## config.mk

```make
export PLATFORM = sky130hd
export DESIGN_NAME = mem_port_arbiter
export DESIGN_NICKNAME = d
export VERILOG_FILES = /design/src/rtl/mem_arb_pkg.sv /design/src/rtl/mem_port_arbiter_resp_id_fifo.sv /design/src/rtl/mem_port_arbiter.sv
export SDC_FILE = /design/constraint.sdc
export NUM_CORES = 1
export LEC_CHECK = 0
export CELL_PAD_IN_SITES_DETAIL_PLACEMENT = 0
export CELL_PAD_IN_SITES_GLOBAL_PLACEMENT = 1
export CORE_MARGIN = 3
export CORE_UTILIZATION = 12
export CTS_BUF_LIST = sky130_fd_sc_hd__clkbuf_4
export CTS_CLUSTER_SIZE = 28
export DETAILED_ROUTE_END_ITERATION = 8
export PLACE_DENSITY_LB_ADDON = 0.3
export SYNTH_ARGS = -nofsm -noshare
export SYNTH_HDL_FRONTEND = slang
export SYNTH_SLANG_ARGS = --single-unit
```

## constraint.sdc

```tcl
create_clock -name clk_i -period 1.7 [get_ports clk_i]
set_input_delay 0.17 -clock clk_i [delete_from_list [all_inputs] [get_ports clk_i]]
set_output_delay 0.17 -clock clk_i [all_outputs]
set_load 0.03 [all_outputs]
```

## src/rtl/mem_arb_pkg.sv

```systemverilog
// Shared types and constants for the two-requester memory port arbiter.
package mem_arb_pkg;

  typedef logic req_id_t;

  localparam req_id_t     REQ_CORE              = 1'b0;
  localparam req_id_t     REQ_DBG               = 1'b1;
  localparam int unsigned MAX_OUTSTANDING_LIMIT = 4;

  function automatic req_id_t other_req(input req_id_t id);
    return ~id;
  endfunction

endpackage

```

## src/rtl/mem_port_arbiter_resp_id_fifo.sv

```systemverilog
// In-order FIFO of requester IDs for granted-but-unanswered memory requests.
module resp_id_fifo
  import mem_arb_pkg::*;
#(
  parameter int unsigned DEPTH = 2,
  parameter int unsigned CNT_W = $clog2(DEPTH + 1)
) (
  input  logic             clk_i,
  input  logic             rst_ni,
  input  logic             push_i,
  input  req_id_t          push_id_i,
  input  logic             pop_i,
  output req_id_t          head_o,
  output logic [CNT_W-1:0] count_o,
  output logic             full_o,
  output logic             empty_o
);

  localparam int unsigned PTR_W = (DEPTH > 1) ? $clog2(DEPTH) : 1;

  logic [DEPTH-1:0] mem_q, mem_d;
  logic [PTR_W-1:0] wr_ptr_q, wr_ptr_d;
  logic [PTR_W-1:0] rd_ptr_q, rd_ptr_d;
  logic [CNT_W-1:0] count_q, count_d;
  logic             do_push, do_pop;

  // Pointers wrap at DEPTH, which need not be a power of two.
  function automatic logic [PTR_W-1:0] inc_ptr(input logic [PTR_W-1:0] p);
    if (p == PTR_W'(DEPTH - 1)) return '0;
    return p + 1'b1;
  endfunction

  assign full_o  = (count_q == CNT_W'(DEPTH));
  assign empty_o = (count_q == '0);
  assign head_o  = mem_q[rd_ptr_q];
  assign count_o = count_q;

  assign do_push = push_i & ~full_o;
  assign do_pop  = pop_i & ~empty_o;

  always_comb begin
    mem_d    = mem_q;
    wr_ptr_d = wr_ptr_q;
    rd_ptr_d = rd_ptr_q;
    count_d  = count_q;
    if (do_push) begin
      mem_d[wr_ptr_q] = push_id_i;
      wr_ptr_d        = inc_ptr(wr_ptr_q);
    end
    if (do_pop) begin
      rd_ptr_d = inc_ptr(rd_ptr_q);
    end
    case ({do_push, do_pop})
      2'b10:   count_d = count_q + 1'b1;
      2'b01:   count_d = count_q - 1'b1;
      default: count_d = count_q;
    endcase
  end

  always_ff @(posedge clk_i or negedge rst_ni) begin
    if (!rst_ni) begin
      mem_q    <= '0;
      wr_ptr_q <= '0;
      rd_ptr_q <= '0;
      count_q  <= '0;
    end else begin
      mem_q    <= mem_d;
      wr_ptr_q <= wr_ptr_d;
      rd_ptr_q <= rd_ptr_d;
      count_q  <= count_d;
    end
  end

endmodule

```

## src/rtl/mem_port_arbiter.sv

```systemverilog
// Two-master memory port arbiter (core LSU, UART debug) with hold-until-grant,
// round-robin or fixed priority, and in-order response routing.
module mem_port_arbiter
  import mem_arb_pkg::*;
#(
  parameter int unsigned ADDR_WIDTH      = 12,
  parameter int unsigned MAX_OUTSTANDING = 2,
  parameter bit          RR_EN           = 1'b1
) (
  input  logic                       clk_i,
  input  logic                       rst_ni,
  input  logic [1:0]                 m_req_i,
  output logic [1:0]                 m_gnt_o,
  output logic [1:0]                 m_rvalid_o,
  input  logic [1:0]                 m_we_i,
  input  logic [1:0][ADDR_WIDTH-1:0] m_addr_i,
  input  logic [1:0][3:0]            m_be_i,
  input  logic [1:0][31:0]           m_wdata_i,
  output logic [1:0][31:0]           m_rdata_o,
  output logic                       s_req_o,
  input  logic                       s_gnt_i,
  input  logic                       s_rvalid_i,
  output logic                       s_we_o,
  output logic [ADDR_WIDTH-1:0]      s_addr_o,
  output logic [3:0]                 s_be_o,
  output logic [31:0]                s_wdata_o,
  input  logic [31:0]                s_rdata_i,
  output logic                       busy_o,
  output logic                       err_o
);

  localparam int unsigned CNT_W = $clog2(MAX_OUTSTANDING + 1);

  logic             hold_valid_q, hold_valid_d;
  req_id_t          hold_sel_q, hold_sel_d;
  req_id_t          rr_pri_q, rr_pri_d;
  logic             err_q, err_d;

  req_id_t          pri;
  req_id_t          sel;
  logic             req_sel;
  logic             handshake;
  logic             pop;
  logic             fifo_full, fifo_empty;
  req_id_t          fifo_head;
  logic [CNT_W-1:0] fifo_count;

  // A stalled request keeps its slot until the memory accepts it.
  always_comb begin
    pri = RR_EN ? rr_pri_q : REQ_DBG;
    sel = pri;
    if (hold_valid_q) begin
      sel = hold_sel_q;
    end else if (m_req_i[pri]) begin
      sel = pri;
    end else if (m_req_i[other_req(pri)]) begin
      sel = other_req(pri);
    end
  end

  assign req_sel   = m_req_i[sel];
  assign s_req_o   = rst_ni & req_sel & ~fifo_full;
  assign handshake = s_req_o & s_gnt_i;
  assign pop       = rst_ni & s_rvalid_i & ~fifo_empty;

  always_comb begin
    s_we_o    = 1'b0;
    s_addr_o  = '0;
    s_be_o    = '0;
    s_wdata_o = '0;
    if (req_sel) begin
      s_we_o    = m_we_i[sel];
      s_addr_o  = m_addr_i[sel];
      s_be_o    = m_be_i[sel];
      s_wdata_o = m_wdata_i[sel];
    end
  end

  always_comb begin
    m_gnt_o           = '0;
    m_gnt_o[REQ_CORE] = handshake & (sel == REQ_CORE);
    m_gnt_o[REQ_DBG]  = handshake & (sel == REQ_DBG);
  end

  always_comb begin
    m_rvalid_o = '0;
    m_rdata_o  = '0;
    if (pop) begin
      m_rvalid_o[fifo_head] = 1'b1;
      m_rdata_o[fifo_head]  = s_rdata_i;
    end
  end

  always_comb begin
    hold_valid_d = s_req_o & ~s_gnt_i;
    hold_sel_d   = sel;
    rr_pri_d     = handshake ? other_req(sel) : rr_pri_q;
    err_d        = err_q | (s_rvalid_i & fifo_empty);
  end

  always_ff @(posedge clk_i or negedge rst_ni) begin
    if (!rst_ni) begin
      hold_valid_q <= 1'b0;
      hold_sel_q   <= REQ_CORE;
      rr_pri_q     <= REQ_DBG;
      err_q        <= 1'b0;
    end else begin
      hold_valid_q <= hold_valid_d;
      hold_sel_q   <= hold_sel_d;
      rr_pri_q     <= rr_pri_d;
      err_q        <= err_d;
    end
  end

  resp_id_fifo #(
    .DEPTH (MAX_OUTSTANDING),
    .CNT_W (CNT_W)
  ) u_resp_id_fifo (
    .clk_i     (clk_i),
    .rst_ni    (rst_ni),
    .push_i    (handshake),
    .push_id_i (sel),
    .pop_i     (pop),
    .head_o    (fifo_head),
    .count_o   (fifo_count),
    .full_o    (fifo_full),
    .empty_o   (fifo_empty)
  );

  assign busy_o = (fifo_count != '0);
  assign err_o  = err_q;

endmodule

```

==> out/results.ini <==
[final_layout]
fill_cells=1344
area_growth_syn_to_layout_pct=278.6
seqCellArea_um2=255.2
nNetsFinal=776
layout_common_cells=134 x clkdlybuf4s50_1, 110 x buf_6, 63 x nor2_4
antenna_cells=0
layout-drive-gt1-share_pct=58.31
layout_commonest_cell=clkdlybuf4s50_1
multi_input_comb_area_um2=2500
finalInstanceArea_um2=6925

[critical_path]
rrSetupSlack_ns=-0.05
r2r_cells=7
arrival_ns=1.74
cp-start-kind=flip-flop
slowest_stage=dfstp_2
critPathMaxFanout=28
path_class=reg2out
path_cells=o211a_4 > buf_12 > o21ai_0 > a21oi_1 > buf_4
rr_startpoint=hold_sel_q
endpoint_kind=output port
worstReg2RegEnd=pri
cp.required_ns=1.53
max_stage_delay_ns=0.58

[floorplanning]
rows=44
die_w_um=129.5
io_pins=256
core_region_area_um2=14700
start_util_pct=12.44
die-area_um2=16760
chipHeight_um=129.5

[detailed_routing]
ant_nets=0
vias=3737
viasPerCell=4.546
wl_um=14840
wl_per_cell_um=18.06
drc=0
drt-initial-drc-count=86
dr.pass1.iters=4

[clocking]
cts_tree=yes
clockRootBuffer=clkbuf_4
cts_inserted_buffers=3
cts_hold_buffers=0
path_clk_slew_ns=0.07
htreeDepth=1
cts.sinks=10
clk_path_buf_depth=2
clock_latency_ns=0.27

[timing]
setup_viol=104
skew_ns=0.009140
fin_ws_ns=-0.2120
drv_slew=0
rsz0062_at_grt=yes
min_period_ns=1.912
holdWs_ns=0.2605
hold_violations=0
worst_pin_slew_ns=0.3400
period_share_pct=112.5
slew-limit-headroom_pct=77.26
timing.fmax_mhz=523.0

[logic_synthesis]
yosys_warnings=0
yosys.area_share.adder_pct=0.6840
syn_area_per_cell_um2=5.560
synth_seq_cells=10
synth_top_area_cell=nor2_1
ys_types=35
synth_area_um2=1829
synth_compound_area_share_pct=30.92
synthesis.nets=466
yosysSeqAreaShare_pct=13.75
synthTopCellsByArea=nor2_1 14%, a21oi_1 13%, nand3_1 13%, o21ai_0 13%, dfrtp_1 12%
synthFlopType=dfrtp_1
synthCells=329
synth_top_cell_area_share_pct=13.95
synth_edf_count=0
synth-simple-area-share_pct=38.71
synth_top_family_by_area=simple AND/OR/NAND/NOR gates
synthMuxAreaShare_pct=3.010
synthArstFlopShare_pct=100.0
synth_xor_area_share_pct=2.394

[worst_hold_path]
holdCritPathClass=in2async

[global_route]
grt_pass1_vias=3879
grt_max_degree=29
antenna_found_initial=0
track_usage_pct=15.14
grt_pass1_wl_um=20300
gr-total-overflow=0

[pwr]
leakage_nw=2.771
ir_drop_uv=870.5
p_per_area_nw_per_um2=1291

[place]
post-dp-hpwl_um=8972
place_area_um2=4717
io_buffers=255
gp_congestion=0.8083

[status]
violations=setup timing
status=finished, violations left

[flow_run]
max_cap_viol_count=0

## registers in the layout, summed over array words and instances, names as in the netlist
signal	cells
hold_valid_q	1
u_resp_id_fifo.rd_ptr_q	1
pri	1
hold_sel_q	1
u_resp_id_fifo.wr_ptr_q	1
u_resp_id_fifo.mem_q	2
u_resp_id_fifo.count_o	2
err_o	1
## report_power, final
group	internal (mW)	switching [mW]	total, mW
logic	3.91	4.38	8.30
clock network	0.0848	0.0867	0.171
registers	0.355	0.117	0.472
total	4.35	4.59	8.94
## cell usage after synthesis, types with 2 or more instances
master	n
xnor2_1	3
mux2_2	4
clkbuf_1	17
xor2_1	2
clkbuf_2	4
buf_2	6
nor2_1	68
nand3_1	49
o21ai_0	49
dfrtp_1	9
nor2b_1	2
and2_1	4
inv_1	4
buf_4	6
a21oi_1	49
a41oi_1	2
nand2_1	33
## layer usage
layer	wire, µm	vias up	global-route usage (%)
met3	1287	16	4.081
li1	-	1755	-
met5	0	-	0
met1	5308	1773	15.70
met2	7884	193	30.15
met4	363	0	3.178
## final cells by class
cell class / count / area share (%)
multi-input combinational: 280 / 36.10
clock inverter: 1 / 0.05420
tap: 184 / 3.324
inverter: 5 / 0.2710
clock buffer: 3 / 0.3252
timing repair buffer: 339 / 56.24
sequential: 10 / 3.686
## critical path: cells and delay by family (launching register included)
family,cells,cell delay (ns)
DFF,1,0.58
AOI/OAI and AO/OA,3,0.53
buffers and inverters,2,0.36
## per-stage QoR
step                      setup WS (ns)  cells  power, mW  setup TNS [ns]  util, %
after floorplan               0.0002964    329      3.132               0        -
after global placement          -0.2840    770      5.231          -11.54    32.09
after detailed placement        -0.2932    770      5.258          -12.37    32.09
after CTS                       -0.1856    810      8.080          -12.44    41.73
after global routing            -0.3207    822      9.378          -20.00    47.11
final                           -0.2120    822      8.939          -12.63    47.11
## logic make-up after synthesis
family | count (synthesis)
buf+inv | 40
mux | 5
compound gates | 106
flops | 10
fa+ha+maj | 1
simple gates | 162
xor+xnor | 5
## how the worst max path moves through the flow
stage                                   start                         to  slack [ns]
finish                                    pri               s_wdata_o[7]       -0.21
global route                              pri               s_wdata_o[7]       -0.32
CTS                                       pri                  s_be_o[0]       -0.19
detailed placement                 m_req_i[1]              s_wdata_o[27]       -0.29
global placement                   m_req_i[1]              s_wdata_o[27]       -0.28
floorplan           u_resp_id_fifo.count_o[0]  u_resp_id_fifo.count_o[1]      0.0003
## repair_timing
item | 4_1_cts | 5_1_grt
setup endpoints to repair | 114 | 121
pin swaps | 48 | 39
resized for setup | 256 | 148
setup buffers | 27 | 9
hold endpoints to repair | 0 | 0
gates cloned | 13 | 5
Power figures use the tool's default switching activity.
